===== src/rtl/input_debounce_sync_pkg.sv =====
// Shared definitions for the input debounce/synchroniser stage:
// channel FSM encoding and default sizing constants.
package input_debounce_sync_pkg;

    typedef enum logic {
        ST_STABLE  = 1'b0,
        ST_PENDING = 1'b1
    } chan_state_e;

    localparam int unsigned DEF_CNT_W         = 8;
    localparam int unsigned DEF_STABLE_CYCLES = 200;

endpackage


===== src/rtl/input_debounce_sync_chan.sv =====
// Single-bit channel: 2-flop synchroniser, stability-counter debouncer,
// and registered one-cycle rise/fall pulses.
module debounce_chan
    import input_debounce_sync_pkg::*;
#(
    parameter int unsigned CNT_W         = DEF_CNT_W,
    parameter int unsigned STABLE_CYCLES = DEF_STABLE_CYCLES
) (
    input  logic clk,
    input  logic rst_n,
    input  logic ena,
    input  logic btn,
    output logic level,
    output logic rise,
    output logic fall,
    output logic busy
);

    localparam logic [CNT_W-1:0] LAST = CNT_W'(STABLE_CYCLES - 1);

    logic             s1, s2;
    chan_state_e      state, state_nx;
    logic [CNT_W-1:0] cnt, cnt_nx;
    logic             level_nx, rise_nx, fall_nx;

    always_comb begin
        state_nx = state;
        cnt_nx   = cnt;
        level_nx = level;
        rise_nx  = 1'b0;
        fall_nx  = 1'b0;
        if (ena) begin
            case (state)
                ST_STABLE: begin
                    if (s2 != level) begin
                        // A one-cycle window accepts the new level immediately
                        if (STABLE_CYCLES == 1) begin
                            level_nx = ~level;
                            rise_nx  = ~level;
                            fall_nx  = level;
                        end else begin
                            state_nx = ST_PENDING;
                            cnt_nx   = CNT_W'(1);
                        end
                    end
                end
                ST_PENDING: begin
                    if (s2 == level) begin
                        state_nx = ST_STABLE;
                        cnt_nx   = '0;
                    end else if (cnt == LAST) begin
                        state_nx = ST_STABLE;
                        cnt_nx   = '0;
                        level_nx = ~level;
                        rise_nx  = ~level;
                        fall_nx  = level;
                    end else begin
                        cnt_nx = cnt + CNT_W'(1);
                    end
                end
                default: begin
                    state_nx = ST_STABLE;
                    cnt_nx   = '0;
                end
            endcase
        end
    end

    always_ff @(posedge clk) begin
        if (!rst_n) begin
            s1    <= 1'b0;
            s2    <= 1'b0;
            state <= ST_STABLE;
            cnt   <= '0;
            level <= 1'b0;
            rise  <= 1'b0;
            fall  <= 1'b0;
        end else begin
            s1    <= btn;
            s2    <= s1;
            state <= state_nx;
            cnt   <= cnt_nx;
            level <= level_nx;
            rise  <= rise_nx;
            fall  <= fall_nx;
        end
    end

    assign busy = (cnt != '0);

endmodule


===== src/rtl/input_debounce_sync.sv =====
// Multi-channel pad conditioning: one independent debounce channel per
// input bit, with a combined busy flag.
module input_debounce_sync
    import input_debounce_sync_pkg::*;
#(
    parameter int unsigned CHANNELS      = 3,
    parameter int unsigned CNT_W         = DEF_CNT_W,
    parameter int unsigned STABLE_CYCLES = DEF_STABLE_CYCLES
) (
    input  logic                clk,
    input  logic                rst_n,
    input  logic                ena,
    input  logic [CHANNELS-1:0] btn_in,
    output logic [CHANNELS-1:0] btn_level,
    output logic [CHANNELS-1:0] btn_rise,
    output logic [CHANNELS-1:0] btn_fall,
    output logic                busy
);

    logic [CHANNELS-1:0] chan_busy;

    for (genvar g = 0; g < CHANNELS; g++) begin : g_chan
        debounce_chan #(
            .CNT_W        (CNT_W),
            .STABLE_CYCLES(STABLE_CYCLES)
        ) u_chan (
            .clk  (clk),
            .rst_n(rst_n),
            .ena  (ena),
            .btn  (btn_in[g]),
            .level(btn_level[g]),
            .rise (btn_rise[g]),
            .fall (btn_fall[g]),
            .busy (chan_busy[g])
        );
    end

    // Each channel's busy comes straight from its counter register
    assign busy = |chan_busy;

endmodule


===== config.mk =====
export PLATFORM = sky130hd
export DESIGN_NAME = input_debounce_sync
export DESIGN_NICKNAME = d
export VERILOG_FILES = /design/src/rtl/input_debounce_sync_pkg.sv /design/src/rtl/input_debounce_sync_chan.sv /design/src/rtl/input_debounce_sync.sv
export SDC_FILE = /design/constraint.sdc
export NUM_CORES = 1
export LEC_CHECK = 0
export BUFFER_PORTS_ARGS = -buffer_cell sky130_fd_sc_hd__buf_2
export CAP_MARGIN = 20
export CORE_MARGIN = 3
export CORE_UTILIZATION = 35
export DETAILED_ROUTE_END_ITERATION = 7
export PLACE_DENSITY = 0.59
export SETUP_SLACK_MARGIN = 0.1
export SLEW_MARGIN = 20
export SYNTH_ARGS = -nofsm -noshare
export SYNTH_HDL_FRONTEND = slang
export SYNTH_SLANG_ARGS = --single-unit

===== constraint.sdc =====
create_clock -name clk -period 1.6 [get_ports clk]
set_input_delay 0.16 -clock clk [delete_from_list [all_inputs] [get_ports clk]]
set_output_delay 0.16 -clock clk [all_outputs]
set_load 0.005 [all_outputs]

Word level (Yosys, flattened, before mapping). Index checks and enable logic that the tools add are counted.

Input port bits: 6. Output and inout port bits: 10. Word-level logic and storage cells: 87. Register bits: 42.

Bitwise operators: 14. Add/subtract/negate cells: 3. Muxes and demuxes: 24. Equality and inequality tests: 12. Reduce and logical (&&, ||, !) cells: 13.

Operators with widths (number): $mux W8 (9); $pmux W8 S2 (3); $add A8 B1 Y8 const B (3); $eq A8 B8 Y1 const B (3); $reduce_bool A8 Y1 (3); $reduce_or A5 Y1 (3); $not A1 Y1 (14); $reduce_and A4 Y1 (3); $mux W1 (9); $ne A2 B1 Y1 const B (3); $pmux W1 S2 (3); $reduce_and A2 Y1 (3); $eq A1 B1 Y1 (3); $ne A1 B1 Y1 (3); $reduce_or A3 Y1 (1).

Longest topological paths before layout.
Depth in word-level cells: 4. Depth in mapped cells: 6. Depth with buffers taken out: 5.

Cells and area by module. From an unflattened synthesis, not the netlist that was laid out.

Cells, all modules: 220. Area total of the unflattened synthesis: 2112.0 µm².

By module, submodules not included: debounce_chan (instances 3, seq. area each 280.3 µm², cells each 73, area each 701.9 µm²); input_debounce_sync (instances 1, seq. area each 0.0 µm², cells each 1, area each 6.3 µm²).

Worst setup path before layout. Ideal clock, no wire load.

Kind: register to register. Start point: register g_chan[0].u_chan.level. End point: register g_chan[0].u_chan.cnt[1]. Cell stages (with the launch flop): 5. Required time: 1.472 ns. Data arrival time: 1.249 ns. Library setup time: 0.128 ns. Path buffers: 0. Slack: 0.223 ns. Period minus slack after synthesis: 1.377 ns. Path through: dfxtp_1 xor2_1 o21ai_1 o21ai_1 nor2_1.

Longest elaborated chain between the ends: 3. Elaborated cells on any way between the ends: 6. Those cells by class: eq/ne: 3; mux: 2; reduce/logical: 1.

RTL lines: from (decl) (line input_debounce_sync_chan.sv:13) `output logic level,`; from (signal assigned) (line input_debounce_sync_chan.sv:83) `level <= level_nx;`; $eq A1 B1 Y1 / $ne A1 B1 Y1 (equally long branches) (line input_debounce_sync_chan.sv:48, input_debounce_sync_chan.sv:35); $mux W8 / $ne A2 B1 Y1 (equally long branches); $pmux W8 S2 / $reduce_and A2 Y1 (equally long branches); to (signal assigned) (line input_debounce_sync_chan.sv:82) `cnt <= cnt_nx;`; to (decl) (line input_debounce_sync_chan.sv:23) `logic [CNT_W-1:0] cnt, cnt_nx;`.

Several ways; a longest one is shown, not always the timed one. A chain may end at the register's enable or synchronous reset.

Worst setup path after layout.
Start point: register g_chan[0].u_chan.cnt[0]. End point: register g_chan[0].u_chan.cnt[1].

Longest elaborated chain between the ends: 4. Elaborated cells on any way between the ends: 5. Those cells by class: add/sub: 1; eq/ne: 1; mux: 3.

RTL lines: $add A8 B1 Y8 / $eq A8 B8 Y1 (equally long branches) (line input_debounce_sync_chan.sv:58, input_debounce_sync_chan.sv:51); $mux W8 (*) (line input_debounce_sync_chan.sv:51) `end else if (cnt == LAST) begin`; $mux W8 (*) (line input_debounce_sync_chan.sv:48) `if (s2 == level) begin`; $pmux W8 S2 (*) (line input_debounce_sync_chan.sv:33) `case (state)`.

Mark *: on every way between the ends. The rest lies on a longest branch, timed or not.

==> impl_metrics.csv <==
group,metric,value,unit
run_status,status,"finished clean",
sta,timing.fmax,0.655,GHz
yosys,ys_ff_latch,42,
worst_setup_path,crit_fanout,6,
min_path,hold_depth,2,
grt,overflow,0,
job,maxCapViolCount,0,
clock_tree,cts.sinks,42,
sta,fin_crit,1530,ps
die,die_x,83.8,µm
grt,grt_max_degree,16,
yosys,synth_top_area_frac,0.397,
worst_setup_path,reg2reg_depth,7,
route,vias_per_cell,5.19,
yosys,yosys.area_share.adder,0.0532,
place,io_buffers,15,
sta,skew,5.28,ps
worst_setup_path,critPathSlowestCell,"dfxtp_2",
power_and_ir_drop,p_leak,1.01,nW
final_layout,diodes,0,
die,fp-row-count,27,
sta,hold_viol_final,0,
yosys,synth_cells,226,
clock_tree,htreeDepth,2,
yosys,synth_area,2120,µm²
die,die_area,7010,µm²
sta,drv_slew,0,
clock_tree,worstSkewPairLatency,290,ps
grt,met2_usage,0.209,
clock_tree,cts_tree,"yes",
route,dr.pass1.iters,4,
grt,met3_usage,0.0326,
grt,grtUsageTotal,0.131,
place,routabilityCongestion,0.780,
worst_setup_path,required,1820,ps
clock_tree,cts.clk_slew.worst_paths,80,ps
final_layout,syn_to_final_growth,21.8,%
clock_tree,cts.path.max_buffers,2,
yosys,yosys.area_share.simple,0.214,
worst_setup_path,critPathMostFrequentCell,"buf_4",
final_layout,drive_gt1_frac,0.320,
worst_setup_path,startpoint_type,"flip-flop",
yosys,ys_warn_count,0,
yosys,syn_nets,241,
yosys,synth_xor_xnor_area_share,0.0863,
sta,holdWs,72.1,ps
grt,busiest_layer,"met2",
die,core_area,5680,µm²
final_layout,post-route-util,0.454,
route,ant_nets,0,
final_layout,nNetsFinal,270,
sta,rsz0062_at_grt,"true",
grt,grt_use_met1,0.172,
sta,finalSetupTns,0,ps
final_layout,fill_cells,555,
yosys,synth_top_area_cell,"dfxtp_1",
place,dp_hpwl,3.06,mm
worst_setup_path,slowest_delay,330,ps
final_layout,final_area,2580,µm²
route,drt_iter0_markers,67,
power_and_ir_drop,power_density,736,nW/µm²
clock_tree,cts-buffers-inserted,5,
yosys,synth-seq-area-share,0.397,
yosys,ys.flop_type,"dfxtp_1",
yosys,synth_top_cells_by_area,"dfxtp_1 40%, xor2_1 6.6%, and4_1 5.4%",
yosys,synth_compound_area_frac,0.153,
grt,grt_antenna_before_repair,0,
route,wl_per_cell,14.0,µm
place,dp_cells,310,
yosys,synth_top_family_by_area,"simple AND/OR/NAND/NOR gates",
yosys,synthArstFlopShare,0,
worst_setup_path,cp-end-kind,"flip-flop",
yosys,synthMuxAreaShare,0.0189,
worst_setup_path,crit_path_cell_trace,"buf_4 -> ha_1 -> and4_4 -> a211oi_2 -> o21ai_1 -> buf_4 -> nor2_1",
route,drcViolationCount,0,
clock_tree,cts_root_buf,"clkbuf_8",
die,initial_core_util,0.373,
route,num_vias,1703,
worst_setup_path,path_class,"flip-flop to flip-flop",
final_layout,finalNonFillerCells,328,
sta,slew_headroom,0.722,
die,io_pins,16,
grt,grt_pass1_vias,1611,
grt,grt_pass1_wl,7.50,mm
min_path,hold_class,"primary input to flip-flop",
route,routed_wl,4.60,mm
sta,worst_pin_slew,415,ps
final_layout,layout_commonest_cell,"dfxtp_1",
yosys,synth_edf_count,0,
worst_setup_path,cp_data_arrival_time,1750,ps
yosys,ys_types,44,
sta,period_share,0.954,
final_layout,mostFrequentLayoutCells,"31 x dfxtp_1, 23 x nor2_1, 19 x buf_4",
power_and_ir_drop,peakVddDrop,438,µV
place,place_area,2280,µm²
sta,finalSetupViolations,0,
yosys,syn_area_per_cell,9.36,µm²
die,die_h,83.8,µm
[per-layer routing]
metal	vias to the layer above	wire length, µm
met5	-	0
met4	0	86
met3	7	145
met2	34	2230
met1	805	2140
li1	857	-
[path summary, 6_finish.rpt]
kind | slack, ps | to | startpoint
setup / recovery | 70 | g_chan[0].u_chan.cnt[1] | g_chan[0].u_chan.cnt[0]
hold / removal | 70 | g_chan[0].u_chan.s1 | btn_in[0]
setup reg to reg | 70 | g_chan[0].u_chan.cnt[1] | g_chan[0].u_chan.cnt[0]
hold reg to reg | 440 | g_chan[2].u_chan.s2 | g_chan[2].u_chan.s1
[timing repair]
item                       in CTS  in global routing
setup endpoints to repair       1                 19
pin swaps                       4                 13
resized for setup              15                 26
setup buffers                   6                  5
hold buffers                    0                  0
[worst max-delay path, delay by kind of cell (launching register included)]
kind / cells / cell delay [ps]
AOI/OAI and AO/OA: 2 / 300
DFF: 1 / 330
and+or+nand+nor: 2 / 330
buffers and inverters: 2 / 300
adders and majority gates: 1 / 210
[Yosys cell counts, types with 4 or more instances]
cell / count
a211oi_1: 5
and2_1: 11
and4_1: 13
buf_4: 9
dfxtp_1: 42
ha_1: 9
inv_1: 12
mux2i_1: 4
nor2_1: 23
nor2b_1: 7
nor3_1: 4
o211ai_1: 5
o21ai_0: 14
o21ai_1: 4
xor2_1: 16
[flip-flops by register name, summed over array words and instances, names as in the netlist]
name	count
g_chan.u_chan.s1	3
g_chan.u_chan.level	3
g_chan.u_chan.fall	3
g_chan.u_chan.cnt	24
g_chan.u_chan.rise	3
g_chan.u_chan.state	3
g_chan.u_chan.s2	3
[kinds of logic after synthesis]
group | count (synthesis)
compound gates | 46
xor+xnor | 20
fa+ha+maj | 9
buf+inv | 29
flops | 42
mux | 4
simple gates | 76
[power by group]
part	switching (mW)	internal (mW)	leakage, nW	total [mW]
registers	0.0120	1.05	0.346	1.06
logic	0.0695	0.0546	0.615	0.124
clock network	0.359	0.349	0.0482	0.708
total	0.441	1.45	1.01	1.90
[layout make-up]
cell class | instances | area [µm²] | share of cell area
Inverter | 13 | 51.3 | 0.0199
Clock inverter | 1 | 5.00 | 0.00194
Timing Repair Buffer | 38 | 272 | 0.105
Clock buffer | 7 | 86.3 | 0.0335
Sequential cell | 42 | 862 | 0.335
Tap cell | 72 | 90.1 | 0.0350
Multi-Input combinational cell | 155 | 1210 | 0.470
[per-stage QoR]
step	total power, mW	worst slack, ps
CTS	1.92	44.2
floorplan	1.15	223
global route	1.99	17.4
global placement	1.20	149
detailed placement	1.20	135
finish	1.90	73.4
Note: power is estimated with default switching activity, not from simulation.
